--- config.mk ---
export PLATFORM = sky130hd
export DESIGN_NAME = ingress_frame_arbiter
export DESIGN_NICKNAME = d
export VERILOG_FILES = /design/src/rtl/switch_core_pkg.sv /design/src/rtl/round_robin_selector.sv /design/src/rtl/ingress_frame_arbiter.sv
export SDC_FILE = /design/constraint.sdc
export NUM_CORES = 1
export LEC_CHECK = 0
export BUFFER_PORTS_ARGS = -buffer_cell sky130_fd_sc_hd__buf_2
export CORE_ASPECT_RATIO = 0.9
export CORE_UTILIZATION = 53
export DETAILED_ROUTE_END_ITERATION = 6
export HOLD_SLACK_MARGIN = 0.15
export PLACE_DENSITY = 0.83
export SYNTH_ARGS = -nofsm -noshare
export SYNTH_HDL_FRONTEND = slang
export SYNTH_SLANG_ARGS = --single-unit
export TNS_END_PERCENT = 1
--- constraint.sdc ---
create_clock -name clock -period 3 [get_ports clock]
set_clock_uncertainty 0.05 [all_clocks]
set_input_delay 0.6 -clock clock [delete_from_list [all_inputs] [get_ports clock]]
set_output_delay 0.6 -clock clock [all_outputs]
set_load 0.05 [all_outputs]
--- src/rtl/switch_core_pkg.sv ---
// Shared definitions for the switch core.
// Contents:
//   arb_state_e       - frame arbiter FSM states (IDLE, STREAM, DRAIN)
//   FRAME_EOF_BIT     - bit position of the end-of-frame flag in a frame word
//   FRAME_WORD_WIDTH  - width of a frame word (end-of-frame flag plus one byte)
//   frame_is_eof()    - extracts the end-of-frame flag from a frame word
package switch_core_pkg;

  localparam int FRAME_EOF_BIT    = 8;
  localparam int FRAME_WORD_WIDTH = 9;

  typedef enum logic [1:0] {
    IDLE   = 2'd0,
    STREAM = 2'd1,
    DRAIN  = 2'd2
  } arb_state_e;

  function automatic logic frame_is_eof(input logic [FRAME_WORD_WIDTH-1:0] word);
    return word[FRAME_EOF_BIT];
  endfunction

endpackage

--- src/rtl/round_robin_selector.sv ---
// Combinational round-robin pick.
// Searches the request vector starting at last_grant_i+1 (wrapping modulo
// NUMBER_OF_PORTS) and reports the first requesting index.
// Ports:
//   request_i      in   [NUMBER_OF_PORTS]  one bit per requesting port
//   last_grant_i   in   index of the most recent grant
//   next_index_o   out  selected index (last_grant_i when nothing requests)
//   any_request_o  out  at least one request bit is set
module round_robin_selector
  import switch_core_pkg::*;
#(
  parameter int NUMBER_OF_PORTS = 4
) (
  input  logic [NUMBER_OF_PORTS-1:0]         request_i,
  input  logic [$clog2(NUMBER_OF_PORTS)-1:0] last_grant_i,
  output logic [$clog2(NUMBER_OF_PORTS)-1:0] next_index_o,
  output logic                               any_request_o
);

  localparam int IDX_W = $clog2(NUMBER_OF_PORTS);

  logic [IDX_W-1:0] candidate_s;
  logic             take_s;

  // Walk the ports in rotating priority order; the first hit wins and later
  // hits are ignored because any_request_o is already set.
  always_comb begin
    next_index_o  = last_grant_i;
    any_request_o = 1'b0;
    candidate_s   = {IDX_W{1'b0}};
    take_s        = 1'b0;
    for (int k = 1; k <= NUMBER_OF_PORTS; k++) begin
      candidate_s   = IDX_W'((int'(last_grant_i) + k) % NUMBER_OF_PORTS);
      take_s        = request_i[candidate_s] & ~any_request_o;
      next_index_o  = take_s ? candidate_s : next_index_o;
      any_request_o = any_request_o | request_i[candidate_s];
    end
  end

endmodule

--- src/rtl/ingress_frame_arbiter.sv ---
// Frame-level round-robin arbiter for the switch core forwarding path.
// One ingress port is granted at a time; its 9-bit words (bit 8 = EOF) are
// muxed combinationally onto frame_data and the grant is held until EOF.
// Oversize frames are cut with length_error and the tail is discarded;
// a stalled grant is revoked with timeout_error.
// Ports:
//   clock, reset                 rising-edge clock, async active-high reset
//   port_receive_data_valid/_data/_ready   per-port word handshake
//   frame_ready                  downstream accepts a word
//   frame_data, frame_data_valid muxed word of the granted port
//   frame_port_index             granted port (held for the whole grant)
//   frame_start                  first word of a frame is presented
//   length_error, timeout_error  single-cycle error pulses
//   frames_forwarded             wrapping count of forwarded EOFs
module ingress_frame_arbiter
  import switch_core_pkg::*;
#(
  parameter int NUMBER_OF_PORTS = 4,
  parameter int MAX_FRAME_BYTES = 1522,
  parameter int TIMEOUT_CYCLES  = 1024
) (
  input  logic                                            clock,
  input  logic                                            reset,
  input  logic [NUMBER_OF_PORTS-1:0]                      port_receive_data_valid,
  input  logic [NUMBER_OF_PORTS-1:0][FRAME_WORD_WIDTH-1:0] port_receive_data,
  output logic [NUMBER_OF_PORTS-1:0]                      port_receive_data_ready,
  input  logic                                            frame_ready,
  output logic [FRAME_WORD_WIDTH-1:0]                     frame_data,
  output logic                                            frame_data_valid,
  output logic [$clog2(NUMBER_OF_PORTS)-1:0]              frame_port_index,
  output logic                                            frame_start,
  output logic                                            length_error,
  output logic                                            timeout_error,
  output logic [15:0]                                     frames_forwarded
);

  localparam int IDX_W = $clog2(NUMBER_OF_PORTS);
  localparam int BC_W  = $clog2(MAX_FRAME_BYTES + 1);
  localparam int IC_W  = $clog2(TIMEOUT_CYCLES);

  localparam logic [BC_W-1:0]  MAX_BYTES_C  = BC_W'(MAX_FRAME_BYTES);
  localparam logic [IC_W-1:0]  IDLE_LAST_C  = IC_W'(TIMEOUT_CYCLES - 1);
  localparam logic [IDX_W-1:0] LAST_PORT_C  = IDX_W'(NUMBER_OF_PORTS - 1);

  arb_state_e        state_q, state_d;
  logic [IDX_W-1:0]  grant_q, grant_d;
  logic [IDX_W-1:0]  last_grant_q, last_grant_d;
  logic [BC_W-1:0]   byte_count_q, byte_count_d;
  logic [IC_W-1:0]   idle_count_q, idle_count_d;
  logic [15:0]       frames_q, frames_d;

  logic [IDX_W-1:0]            next_index_s;
  logic                        any_request_s;
  logic                        sel_valid_s;
  logic [FRAME_WORD_WIDTH-1:0] sel_word_s;
  logic                        sel_eof_s;
  logic                        idle_expired_s;

  round_robin_selector #(
    .NUMBER_OF_PORTS(NUMBER_OF_PORTS)
  ) u_selector (
    .request_i     (port_receive_data_valid),
    .last_grant_i  (last_grant_q),
    .next_index_o  (next_index_s),
    .any_request_o (any_request_s)
  );

  assign sel_valid_s      = port_receive_data_valid[grant_q];
  assign sel_word_s       = port_receive_data[grant_q];
  assign sel_eof_s        = frame_is_eof(sel_word_s);
  assign idle_expired_s   = (idle_count_q == IDLE_LAST_C);
  assign frame_port_index = grant_q;
  assign frames_forwarded = frames_q;

  // Next-state and handshake decode for the grant FSM.
  always_comb begin
    state_d                 = state_q;
    grant_d                 = grant_q;
    last_grant_d            = last_grant_q;
    byte_count_d            = byte_count_q;
    idle_count_d            = idle_count_q;
    frames_d                = frames_q;
    port_receive_data_ready = {NUMBER_OF_PORTS{1'b0}};
    frame_data              = {FRAME_WORD_WIDTH{1'b0}};
    frame_data_valid        = 1'b0;
    frame_start             = 1'b0;
    length_error            = 1'b0;
    timeout_error           = 1'b0;

    case (state_q)
      IDLE: begin
        if (any_request_s) begin
          grant_d      = next_index_s;
          last_grant_d = next_index_s;
          byte_count_d = {BC_W{1'b0}};
          idle_count_d = {IC_W{1'b0}};
          state_d      = STREAM;
        end else begin
          state_d = IDLE;
        end
      end

      STREAM: begin
        port_receive_data_ready[grant_q] = frame_ready;
        frame_data       = sel_word_s;
        frame_data_valid = sel_valid_s;
        frame_start      = sel_valid_s & (byte_count_q == {BC_W{1'b0}});
        if (sel_valid_s && frame_ready) begin
          idle_count_d = {IC_W{1'b0}};
          byte_count_d = byte_count_q + BC_W'(1'b1);
          // EOF is checked first so a frame of exactly the limit is legal.
          if (sel_eof_s) begin
            frames_d = frames_q + 16'd1;
            state_d  = IDLE;
          end else if ((byte_count_q + BC_W'(1'b1)) == MAX_BYTES_C) begin
            length_error = 1'b1;
            state_d      = DRAIN;
          end else begin
            state_d = STREAM;
          end
        end else if (idle_expired_s) begin
          // Revoke the grant; the rest of the frame stays in the port queue.
          timeout_error = 1'b1;
          state_d       = IDLE;
        end else begin
          idle_count_d = idle_count_q + IC_W'(1'b1);
        end
      end

      DRAIN: begin
        // Swallow the oversize tail without presenting it downstream.
        port_receive_data_ready[grant_q] = sel_valid_s;
        if (sel_valid_s) begin
          idle_count_d = {IC_W{1'b0}};
          state_d      = sel_eof_s ? IDLE : DRAIN;
        end else if (idle_expired_s) begin
          timeout_error = 1'b1;
          state_d       = IDLE;
        end else begin
          idle_count_d = idle_count_q + IC_W'(1'b1);
        end
      end

      default: begin
        state_d = IDLE;
      end
    endcase
  end

  // State and counter registers.
  always_ff @(posedge clock or posedge reset) begin
    if (reset) begin
      state_q      <= IDLE;
      grant_q      <= {IDX_W{1'b0}};
      last_grant_q <= LAST_PORT_C;
      byte_count_q <= {BC_W{1'b0}};
      idle_count_q <= {IC_W{1'b0}};
      frames_q     <= 16'd0;
    end else begin
      state_q      <= state_d;
      grant_q      <= grant_d;
      last_grant_q <= last_grant_d;
      byte_count_q <= byte_count_d;
      idle_count_q <= idle_count_d;
      frames_q     <= frames_d;
    end
  end

endmodule

# Word level (Yosys, flattened, before mapping)
# Index checks and enable logic that the tools add are counted.
totals:
  regBits: 43
  out_inout_bits: 35
  word_cells: 93
  in_bits: 43
op_classes:
  n_addsub: 7
  bitwise: 12
  reduce_logical: 10
  mux: 46
  n_eq_ne: 6
  n_lt_le_gt_ge: 6
op_table:
  columns: ["op", "n"]
  rows:
  - ["2-to-1 mux 10 bit", 4]
  - ["case mux 10 bit (3 select lines)", 1]
  - ["2-to-1 mux 11 bit", 2]
  - ["case mux 11 bit (2 select lines)", 1]
  - ["2-to-1 mux 2 bit", 10]
  - ["binary-select mux 9 bit (select 2 bit)", 1]
  - ["2-to-1 mux 9 bit", 2]
  - ["adder 16 x 1 -> 16 bit (second input constant)", 1]
  - ["2-to-1 mux 1 bit", 16]
  - ["< comparator 2 x 3 -> 1 bit (second input constant)", 5]
  - ["adder 11 x 1 -> 11 bit (second input constant)", 1]
  - ["equality test 11 bit (second input constant)", 1]
  - ["zero test 11 bit", 1]
  - ["adder 10 x 1 -> 10 bit (second input constant)", 1]
  - ["binary-select mux 1 bit (select 2 bit)", 5]
  - ["equality test 10 bit (second input constant)", 1]
  - ["AND 4 bit", 2]
  - ["case mux 4 bit (2 select lines)", 1]
  - ["case mux 2 bit (3 select lines)", 1]
  - ["AND reduction 3 bit", 2]
  - ["adder 2 x 1 -> 2 bit (second input constant)", 2]
  - ["adder 2 bit (second input constant)", 2]
  - ["AND 1 bit", 4]
  - ["inequality test 2 bit (second input constant)", 2]
  - ["other kinds (12)", 18]

# Logic depth before layout (Yosys ltp)
# Gate-level depths: netlist of run 1.
logic_depth:
  depth_word: 8
  mapped_depth: 9
  ltp_nobuf: 8

# Hierarchy
# From an unflattened synthesis of run 1, not the netlist that was laid out.
unflattened:
  hier_cells: 306
  hier_area_um2: 2872.8
by_module_without_submodules:
  columns: ["module", "cells_per_inst", "area_per_inst_um2", "instances", "seq_area_each_um2"]
  rows:
  - ["ingress_frame_arbiter", 292, 2790.2, 1, 1078.5]
  - ["round_robin_selector", 14, 82.6, 1, 0.0]

# Worst setup path after synthesis of run 1
# Ideal clock, no wire load.
synth_path:
  path_type: "register to output"
  startpoint: "reg byte_count_q[0]"
  endpoint: "out length_error"
  t_arrival_ns: 2.699
  setup_slack_ns: -0.349
  stages_incl_launch_ff: 7
  path_buffers: 0
  t_required_ns: 2.350
  cell_sequence: "dfrtp_1 -> ha_1 -> and2_1 -> nor3_1 -> o21ai_0 -> a2111o_1 -> nor3_1"
synth_via:
  elab_chain_len: 6
synth_lines:
  columns: ["item", "line", "rtl"]
  rows:
  - ["start, declared", "ingress_frame_arbiter.sv:48", "logic [BC_W-1:0] byte_count_q, byte_count_d;"]
  - ["start signal, assigned", "ingress_frame_arbiter.sv:156", "byte_count_q <= {BC_W{1'b0}};"]
  - ["start signal, assigned", "ingress_frame_arbiter.sv:163", "byte_count_q <= byte_count_d;"]
  - ["adder 11 x 1 -> 11 bit", "ingress_frame_arbiter.sv:115", "end else if ((byte_count_q + BC_W'(1'b1)) == MAX_BYTES_C) begin"]
  - ["equality test 11 bit", "ingress_frame_arbiter.sv:115", null]
  - ["2-to-1 mux 1 bit", "ingress_frame_arbiter.sv:115", null]
  - ["2-to-1 mux 1 bit", "ingress_frame_arbiter.sv:112", "if (sel_eof_s) begin"]
  - ["2-to-1 mux 1 bit", "ingress_frame_arbiter.sv:108", "if (sel_valid_s && frame_ready) begin"]
  - ["2-to-1 mux 1 bit", "ingress_frame_arbiter.sv:90", "case (state_q)"]
  - ["end, declared", "ingress_frame_arbiter.sv:32", "output logic length_error,"]
# No other way between the ends.

# Worst setup path in the final report of run 1
layout_path:
  startpoint: "reg byte_count_q[1]"
  endpoint: "out length_error"
# The elaborated chain is that of the path after synthesis.

==> results of run 1 <==
[critical path, delay by kind of cell (launching register included)]
family	cells	cell delay [ns]
and+or+nand+nor	3	0.58
AOI/OAI and AO/OA	2	0.57
DFF	1	0.45
adders and majority gates	1	0.20
buffers and inverters	1	0.19
[power by group]
part / switching (uW) / internal [uW] / total (uW) / leakage [uW]
sequential: 106 / 672 / 777 / 0.000578
combinational: 1010 / 512 / 1530 / 0.000990
clock: 211 / 248 / 460 / 0.0000581
total: 1330 / 1430 / 2760 / 0.00163
[logic make-up (layout without fill, tap and decap cells)]
group	after synthesis	count (layout)	share of synthesized area
AOI/OAI and AO/OA	53	53	0.121
xor gates and xnor gates	24	24	0.0747
adders and majority gates	9	9	0.0400
buffers and inverters	25	107	0.0364
DFF	43	43	0.383
muxes	11	11	0.0840
and+or+nand+nor	140	140	0.260
[flip-flops by register name, summed over array words and instances (netlist names)]
register          count
frame_port_index      2
state_q               2
frames_forwarded     16
byte_count_q         11
idle_count_q         10
last_grant_q          2
[placed cells by master (no fill, tap or decap), types with 3 or more instances in the layout]
master | Yosys | layout
and3_1 | 8 | 8
nor3_1 | 6 | 5
clkbuf_8 | 0 | 5
dfrtp_1 | 41 | 40
a21oi_1 | 9 | 9
nor2_1 | 22 | 22
o21ai_0 | 18 | 18
nand2_1 | 42 | 42
nand3_1 | 15 | 15
xor2_1 | 8 | 8
a31oi_1 | 4 | 4
nor2b_1 | 4 | 4
nand2b_1 | 5 | 5
ha_1 | 9 | 9
buf_2 | 3 | 75
nand4b_1 | 4 | 4
o31ai_1 | 5 | 5
and4_1 | 3 | 3
and2_1 | 14 | 14
mux4_2 | 10 | 10
a21o_1 | 4 | 4
xnor2_1 | 16 | 16
buf_4 | 1 | 12
inv_1 | 10 | 10
nand4_1 | 4 | 4
[layer usage]
| metal | vias up | part of all wire |
|---|---|---|
| met1 | 1259 | 0.45 |
| met2 | 100 | 0.49 |
| li1 | 1242 | - |
| met4 | 0 | 0.019 |
| met5 | - | 0 |
| met3 | 17 | 0.042 |
[final cells by class]
type	instances	area [um^2]
multi-input combinational	237	1650
tap	65	81.3
inverter	10	37.5
clock buffer	5	68.8
sequential	43	1080
timing repair buffer	89	484
fill	383	1540
clock inverter	3	43.8
[metrics by stage]
step	instances	power (uW)	hold slack, ns
global route	452	2910	0.455
floorplan	305	1950	0.411
detailed placement	440	2280	0.430
finish	452	2760	0.385
CTS	448	2740	0.405
global placement	440	2250	0.404
[what timing repair did]
action,CTS,global route
setup endpoints to repair,1,2
pin swaps,0,1
buffers inserted,0,4
gates resized for setup,1,5
[how the worst min path moves through the flow]
stage | startpoint | end | cells after the start
floorplan | last_grant_q[1] | last_grant_q[1] | 2
global placement | frames_forwarded[15] | frames_forwarded[15] | 1
detailed placement | frames_forwarded[15] | frames_forwarded[15] | 1
CTS | reset | idle_count_q[5] | 3
global route | reset | idle_count_q[5] | 3
finish | reset | idle_count_q[5] | 3
==> results list, run 1 <==
- The flow ran to the end, and the final reports show no timing, DRC or antenna violations.
- Worst min path class: in -> async
* Insertion delay of the later-clocked pin in the worst-skew pair: 0.29 ns
- For this design the ratio of total power to cell area is 801 mW/mm^2.
- GRT met3 Usage: 0.0452
* Final-layout setup total negative slack: 0 ns
- DR vias/cell: a little under 6
- Count of pins over their slew limit: 0
- End point of the critical path: length_error
- Per-cell routed wire length: 15.3 um
- Entering global routing, the biggest net connects 44 pins.
- The layer flagged by global routing as most heavily used is met2.
- Fraction of layout cells with a size suffix above 1: 0.305
- After clock tree synthesis, the flow added hold-fix buffers numbering 0.
- Counting I/O delays and the setup requirement, the final critical path takes slightly below 3 ns.
- After synthesis, the cell types taking the most area are dfrtp_1 (36%), mux4_2 (8.0%), nand2_1 (5.6%).
- Maximum capacitance violations: 0
- When the netlist entered floorplanning its net count stood at around 360.
- Static leakage: approximately 0.0016 uW
* Number of failing hold endpoints at the final stage: 0
- Data on the critical path is required at its endpoint by between 2 and 2.5 ns.
- The cell sitting at the root of the clock tree is a clkbuf_8.
- Static timing analysis puts the maximum clock frequency at roughly 340 MHz.
- VDD IR-drop max: between 0.0007 and 0.0008 V
- Slew at the pin closest to its max-slew limit: roughly 0.6 ns
- R2R Setup Slk: 0.56 ns
- For this run, the total global-route usage over all layers was measured as 0.243.
* R2R depth: 9
- For this run, the slowest stage of the critical path takes between 0.4 and 0.5 ns.
- After technology mapping, the gate count stands at roughly 300.
- Of all nets on the critical path, the largest fanout is 5.
- Kind of critical path: reg -> out
- The clock passes through at most 2 buffers.
- Of the available clock period, the critical path in the final layout requires 0.981.
* Number of inserted diodes: 0
- Counting distinct cell types in the post-synthesis netlist gives 54.
- For met2 alone, demand over resource in global routing was 0.379.
* Vias: 2618
- The initial antenna violation count was 0.
- Summed over all layers, the routed wires come to about 6.9 mm.
- The worst register-to-register path ends at frames_forwarded[11].
- Number of H-tree levels: 2
- Start point of the critical path: byte_count_q[1]
* Post-detailed-placement half-perimeter wirelength: 4.93 mm
- Worst Path Arrival: between 2 and 2.5 ns
- Sorting the synthesized cells by how often they occur yields nand2_1 (42), dfrtp_1 (41), nor2_1 (22).
* Relative area change from synthesis to final layout: 22.4%
- CP max stage cell: a2111o_1
- The detail route stage leaves a number of antenna-violating nets equal to 0.
- Total Die Area: approximately 0.0056 mm^2
- Once layout is complete, the utilization of the core stands at 0.692.
* Synthesis warning total: 0
- The worst setup path is captured at a primary output.
- Post-layout instance area: around 0.0034 mm^2
- Mapped Area: about 0.0028 mm^2
- Num CTS Buffers: 5
- Setup repair after global routing could not meet its margin everywhere.
- Effective utilization at floorplan: 0.565
- Setup slack closes at 0.0580 ns.
* Sink Count: between 40 and 50
- For met1 alone, demand over resource in global routing was 0.348.
- Reg-to-reg startpoint: state_q[0]
- Most common cell in the netlist: nand2_1
- In the final design database the tool counted 438 nets.
- Port bufs: between 70 and 80
* Post-DP Area: roughly 0.0033 mm^2
* GP Congestion: approximately 0.86
- Final Setup Violations: 0
* Crit path launch type: flop
* Top-level I/O count: slightly below 80
- List of cells traversed by the critical path: ha_1 > and2_1 > nor3_1 > o21ai_0 > a2111o_1 > nor3_4 > buf_6
* Height of the die: 71.1 um
- Of the synthesized area, sequential elements account for 0.383.
* Total grt overflow: 0
- Clock-pin slew was measured on the worst setup and hold paths at 0.09 ns.
* FF+latch count, synth: 43
- Before antenna repair, the detailed router went through 5 iterations.
* DR DRC count: 0
- The die is 78.8 um wide.
* Initial DRC count: 249
* Worst slack, placed: ~0.19 ns
* EDFF count, synth: 0
- Vias in the first global route: about 2300
- Top cell type by total area after synthesis: dfrtp_1
* Core box area: about 0.005 mm^2
- Slew HR: 0.603
* Wire length of the first global-routing pass: around 11 mm
- Average size of a mapped cell: just over 9 um^2
- In this run the core area contains 24 standard-cell rows.
- Proportion of register bits with asynchronous set or reset after synthesis: 1.00
- Of the post-synthesis cell area, the dominant cell type holds 0.364.
- TritonCTS built the clock tree.
- Dominant synthesized flop cell: dfrtp_1
No activity file was read; power rests on OpenSTA's default activity.
==> inputs of run 2 (changes only) <==
CORE_UTILIZATION = 48   (was 53)
PLACE_DENSITY = 0.79   (was 0.83)
clock period = 2.4 ns   (was 3 ns; I/O delays follow)
==> results list, run 2 (same netlist as run 1, synthesis figures left out) <==
- Outcome: finished, violations left
- Failing checks: setup timing
- Crit path launch type: flop
- The number of diodes added for antenna fixing came to 0 (unchanged).
- The worst setup path is captured at a primary output.
* Clock tree from TritonCTS: done
- The post-route DRC violation count is 0 (unchanged).
- The buffer levels on the longest clock path was 2 (unchanged).
- Final Setup Violations: 3 (+3)
- Total GRT Usage: 0.239 (-0.00421)
- The number of maximum-capacitance violations was 0 (unchanged).
- The final global-route overflow total was 0 (unchanged).
- Total Die Area: 0.00618 mm^2 (+10%)
- The number of violations reported at the end of detailed-routing iteration 0 was 217 (-13%).
- The worst vdd rail ir drop is 0.000679 V (-6.5%).
* Worst hold slack: 0.150 ns (-0.235 ns)
- The overall die width is 82.7 um (+4.9%).
- The proportion of layout cells with a drive suffix above 1 was 0.391 (+0.0861).
- The number of ports placed on the die boundary was 78 (unchanged).
* Num CTS Buffers: 5 (unchanged)
- The data required time of the worst path is 1.87 ns (-0.48 ns).
- Setup repair after global routing could not meet its margin everywhere.
- Worst Path Arrival: 2.27 ns (-0.02 ns)
- Final-stage net count: 473 (+8.0%)
- The worst-case headroom to the max-slew limit came to 0.717 (+0.114).
* GP Congestion: 0.838 (-2.9%)
- List of cells traversed by the critical path: buf_6 > nand3_4 > nor3_4 > or3b_1 > a2111o_1 > nor3_4 > buf_6
- Post-layout instance area: 0.00382 mm^2 (+11%)
* PD cells: 960 mW/mm^2 (+20%)
* Initial antenna violation count: 0 (unchanged)
* Insertion delay of the later-clocked pin in the worst-skew pair: 0.31 ns (+0.02 ns)
* Post-detailed-placement half-perimeter wirelength: 5.45 mm (+11%)
- Port bufs: 77 (unchanged)
* Fin crit share: 1.17
- Sink Count: 43 (unchanged)
* Post-DP Area: 0.00359 mm^2 (+9.5%)
- The library cell used most frequently in the layout, excluding fill and tap cells, is buf_2.
- The critical path is of the reg -> out type.
* Leading cell types in the layout, fill and taps excluded: buf_2 (70), buf_4 (45), nand2_1 (42), dfrtp_1 (37), nor2_1 (19)
* Highest Clock Rate: 357 MHz
* Static leakage: 0.00182 uW (+12%)
* Vias in the first global route: 2420 (+5.0%)
- The number of cell rows came to 26 (+8.3%).
* Worst min path class: in -> async
* Wire length of the first global-routing pass: 11.0 mm (+2.2%)
- The count of H-tree levels built during CTS is 2 (unchanged).
- Cell class contributing the biggest share of worst-path delay: simple AND/OR/NAND/NOR gates
- Per-cell routed wire length: 14.9 um (-3.2%)
- The fill cell total of the finished layout was 450 (+17%).
* Root Buffer Master: clkbuf_8
* Initial DRT Pass Iterations: 4 (-1)
- Count of pins over their slew limit: 0 (unchanged)
- Number of flip-flops in the largest register: 16 (unchanged)
- Shortest period the worst path allows: approximately 2.8 ns
- Number of failing hold endpoints at the final stage: 0 (unchanged)
- DR vias/cell: 5.55 (-4.1%)
- Peak fanout along the critical path: 4 (-1)
- CP max stage cell: dfrtp_2
- Count of buffering cells on the critical path with inverters included: 2 (+1)
- Routed Antenna Nets: 0 (unchanged)
- Slew at the pin closest to its max-slew limit: 0.420 ns (-0.174 ns)
* Effective utilization at floorplan: 0.497 (-0.0674)
- Core box area: 0.00566 mm^2 (+14%)
* Largest stage delay, worst path: 0.45 ns (-0.02 ns)
- Vias: 2733 (+4.4%)
* Aggregate routed wire length: 7.31 mm (+5.4%)
- Number of buffers inserted by hold repair at cts: 0 (unchanged)
- The overall die height was 74.7 um (+4.9%).
- Largest net degree at the start of global routing: 25 (-43%)
* Relative area change from synthesis to final layout: 35.7%
* Setup slack of the critical path after layout: -0.398 ns (-0.456 ns)
- Clk pin slew, worst setup/hold paths: 0.09 ns (about the same)
## run 2: changes by cell type in the layout (fill, tap and decap cells not counted), moves of 2 or more
cell	delta
buf_2	-5
nor2_1	-3
nor3_1	-2
buf_4	+33
dfrtp_2	+3
dfrtp_1	-3
buf_6	+7
nor2_2	+2
## run 2: final timing paths
| path | slack [ns] | cells past startpoint | endpoint | from |
|---|---|---|---|---|
| max reg2reg | 0.04 | 8 | frames_forwarded[9] | frame_port_index[1] |
| max in group asynchronous | 1.88 | 3 | last_grant_q[1] | reset |
| min in group clock | 0.42 | 1 | frames_forwarded[15] | frames_forwarded[15] |
| max | -0.40 | 7 | length_error | byte_count_q[0] |
| min reg2reg | 0.42 | 1 | frames_forwarded[15] | frames_forwarded[15] |
| min | 0.15 | 3 | state_q[0] | reset |
## run 2: final cells by class
cell class / instances / area, um^2 / share of cell area
tap: 70 / 87.6 / 0.0229
sequential: 43 / 1080 / 0.284
multi-input combinational: 237 / 1720 / 0.451
timing repair buffer: 124 / 793 / 0.208
inverter: 10 / 37.5 / 0.00982
clock inverter: 1 / 8.76 / 0.00229
clock buffer: 7 / 86.3 / 0.0226
## run 2: power by group
| group | total (uW) | internal [uW] | switching, uW |
|---|---|---|---|
| Clock | 501 | 236 | 265 |
| Sequential | 986 | 845 | 142 |
| Combinational | 2180 | 838 | 1340 |
## run 2: routing by layer
metal	up-vias	global-route usage	wire (um)
li1	1312	-	-
met1	1328	0.327	3190
met2	73	0.383	3660
met3	20	0.0315	292
met4	0	0.105	174
met5	-	0	0
## run 2: worst register-to-register path: cells and delay by family, from the launching register on
kind                   cells  cell delay [ns]
XOR/XNOR                   1             0.15
AO/OA/AOI/OAI              1             0.13
buffers and inverters      2             0.31
AND/OR/NAND/NOR            3             0.80
multiplexers               1             0.39
flip-flops                 1             0.43
## run 2: what timing repair did
action	CTS	global route
endpoints found under the setup margin	15	26
gates cloned	0	0
pin swaps	0	7
setup buffers	1	3
gates resized for setup	14	14
## run 2: through the flow
step	TNS, ns	std cells	total power, uW	setup WS (ns)	util
2_1_floorplan	-1.47	305	2480	-0.152	-
3_3_place_gp	-0.153	480	2990	-0.0960	0.635
4_1_cts	-0.797	489	3610	-0.361	0.660
5_1_grt	-1.63	492	3890	-0.443	0.675
6_report	-0.826	492	3670	-0.398	0.675
3_5_place_dp	-0.630	480	3060	-0.113	0.635
==> inputs of run 3 (changes only) <==
CORE_UTILIZATION = 40   (was 48)
PLACE_DENSITY = 0.68   (was 0.79)
==> results list, run 3 (same netlist as run 1, synthesis figures left out) <==
* Outcome: finished, violations left
- The final reports fail on setup timing.
- The max-slew violation total from the final report was 0 (unchanged).
- The final worst slack is -0.323 ns (+0.0753 ns).
- Start point of the critical path: byte_count_q[0]
- The final core utilization came to 0.574 (-0.101).
* Root Buffer Master: clkbuf_8
- The number of global-route vias before repair was 2389 (-1.3%).
* Per-cell routed wire length: 14.3 um (-3.8%)
* Top-level I/O count: 78 (unchanged)
* Crit path launch type: flop
- The proportion of layout cells with a drive suffix above 1 is 0.391 (about the same).
* Aggregate routed wire length: 7.21 mm (-1.4%)
- The insertion delay to the later sink of the worst-skew pair was 0.30 ns (about the same).
* Layout fillers: 578 (+28%)
* Non-filler instance count after layout: 504 (+2.4%)
- The data required time of the worst path came to 1.87 ns (about the same).
- Total Die Area: 0.00738 mm^2 (+19%)
* Core box area: 0.00669 mm^2 (+18%)
- Total grt overflow: 0 (unchanged)
- The flip-flop count of the largest register after layout was 16 (unchanged).
* PD cells: 975 mW/mm^2 (+1.5%)
- The number of nets in the final layout was 465 (-1.7%).
* Kind of critical path: reg -> out
* Buffers from clock root to sink, at most: 2 (unchanged)
- Largest net degree at the start of global routing: 23 (-8.0%)
- The final number of hold-violating endpoints came to 0 (unchanged).
* Vias: 2675 (-2.1%)
- Number of inserted diodes: 0 (unchanged)
- STA classifies the critical path endpoint as a primary output.
- The initial core utilization is 0.421 (-0.0766).
* Routed Antenna Nets: 0 (unchanged)
- Multi-input logic area: 0.00172 mm^2 (about the same)
- The startpoint identified for the worst register-to-register timing path is frame_port_index[1].
- The arrival time reported for the critical path endpoint was 2.19 ns (-0.08 ns).
- The overall die width is 90.4 um (+9.3%).
- Relative area change from synthesis to final layout: 36.5%
- GP Congestion: 0.819 (-2.2%)
- The count of buffers from port buffering is 77 (unchanged).
- Highest Clock Rate: 367 MHz (+2.8%)
- The worst-case headroom to the max-slew limit was 0.534 (-0.183).
- The number of maximum-capacitance violations was 0 (unchanged).
- Post-detailed-placement half-perimeter wirelength: 5.51 mm (+1.0%)
* Worst hold slack: 0.221 ns (+0.0707 ns)
- Peak fanout along the critical path: 5 (+1)
- DR DRC count: 0 (unchanged)
- Slew at the pin closest to its max-slew limit: 0.698 ns (+0.278 ns)
- The minimum period implied by the final worst setup slack was 2.72 ns (-0.0753 ns).
* Clock tree from TritonCTS: done
- Fin crit share: 1.13 (-0.0314)
- Placed cell count: 495 (+3.1%)
* Total GRT Usage: 0.191 (-0.0480)
* Initial DRT Pass Iterations: 4 (unchanged)
- Leading cell types in the layout, fill and taps excluded: buf_2 (69), nand2_1 (41), dfrtp_1 (36), buf_4 (35), nor2_1 (19)
- Wire length of the first global-routing pass: 11.2 mm (+1.5%)
* VDD IR-drop max: 0.000513 V (-24%)
- Register area: 0.00108 mm^2 (+0.12%)
- Clk pin slew, worst setup/hold paths: 0.09 ns (about the same)
- The library cell used most frequently in the layout, excluding fill and tap cells, is buf_2.
- The number of cell rows is 28 (+7.7%).
* Num CTS Buffers: 5 (unchanged)
* RSZ-0062 raised after global routing: yes
- Static leakage: 0.00179 uW (-2.0%)
* Worst slack, placed: -0.110 ns (+0.00245 ns)
- The path class of the tightest hold or removal check is in -> async.
* Number of H-tree levels: 2 (unchanged)
- The clock sink total is 43 (unchanged).
* Height of the die: 81.6 um (+9.3%)
* DR vias/cell: 5.31 (-4.5%)
- The accumulated negative setup slack is -0.581 ns (+0.245 ns).
- Final Setup Violations: 3 (unchanged)
- R2R Setup Slk: 0.21 ns (+0.17 ns)
- The number of violations reported at the end of detailed-routing iteration 0 was 102 (-53%).
- The initial antenna violation count was 0 (unchanged).
==> run 3: cell count changes in the layout (fill, tap and decap cells not counted), sizes merged <==
cell	before	now
buf	124	115
inv	10	11
bufinv	0	1
clkbuf	7	6
==> run 3: path summary, 6_finish.rpt <==
| check | end | cells after the start |
|---|---|---|
| max | length_error | 7 |
| min | idle_count_q[6] | 2 |
| max reg2reg | frames_forwarded[9] | 8 |
| min reg2reg | frames_forwarded[15] | 1 |
| max in group asynchronous | idle_count_q[2] | 3 |
| min in group clock | frames_forwarded[15] | 1 |
==> run 3: area by class of cell <==
| class | instances | share of cell area |
|---|---|---|
| flip-flops and latches | 43 | 0.282 |
| repair buffers | 116 | 0.200 |
| well taps | 90 | 0.0293 |
| clock buffers | 5 | 0.0179 |
| multi-input cells | 237 | 0.448 |
| inverters | 10 | 0.00977 |
| clock inverters | 3 | 0.0124 |
==> run 3: critical path, cell delays in order (launching register included) <==
cell and delay (ns):
dfrtp_2 0.46, ha_4 0.19, and2_4 0.14, nor3_2 0.14, o21ai_1 0.09, a2111o_1 0.47
nor3_4 0.22, buf_6 0.18
==> run 3: metal layers <==
metal / up-vias / share of wire / track usage
met2: 66 / 0.50 / 0.317
li1: 1304 / - / -
met4: 0 / 0.013 / 0.0661
met3: 9 / 0.046 / 0.0398
met5: - / 0 / 0
met1: 1296 / 0.44 / 0.252
==> run 3: what timing repair did <==
action,4_1_cts,5_1_grt
setup buffers,0,1
hold buffers,0,0
resized for setup,13,25
hold endpoints to repair,0,0
endpoints found under the setup margin,15,16
pin swaps,0,10
==> run 3: where the power goes <==
part	internal, uW	switching [uW]	total (uW)	leakage [uW]
Combinational	848	1320	2160	0.00115
Sequential	846	146	992	0.000573
Clock	316	274	590	0.0000587
==> run 3: through the flow <==
stage | area [um^2] | total power (uW)
after floorplan | 2860 | 2480
after global placement | 3610 | 3010
after detailed placement | 3610 | 3050
after CTS | 3760 | 3680
after global routing | 3840 | 3960
final | 3840 | 3750
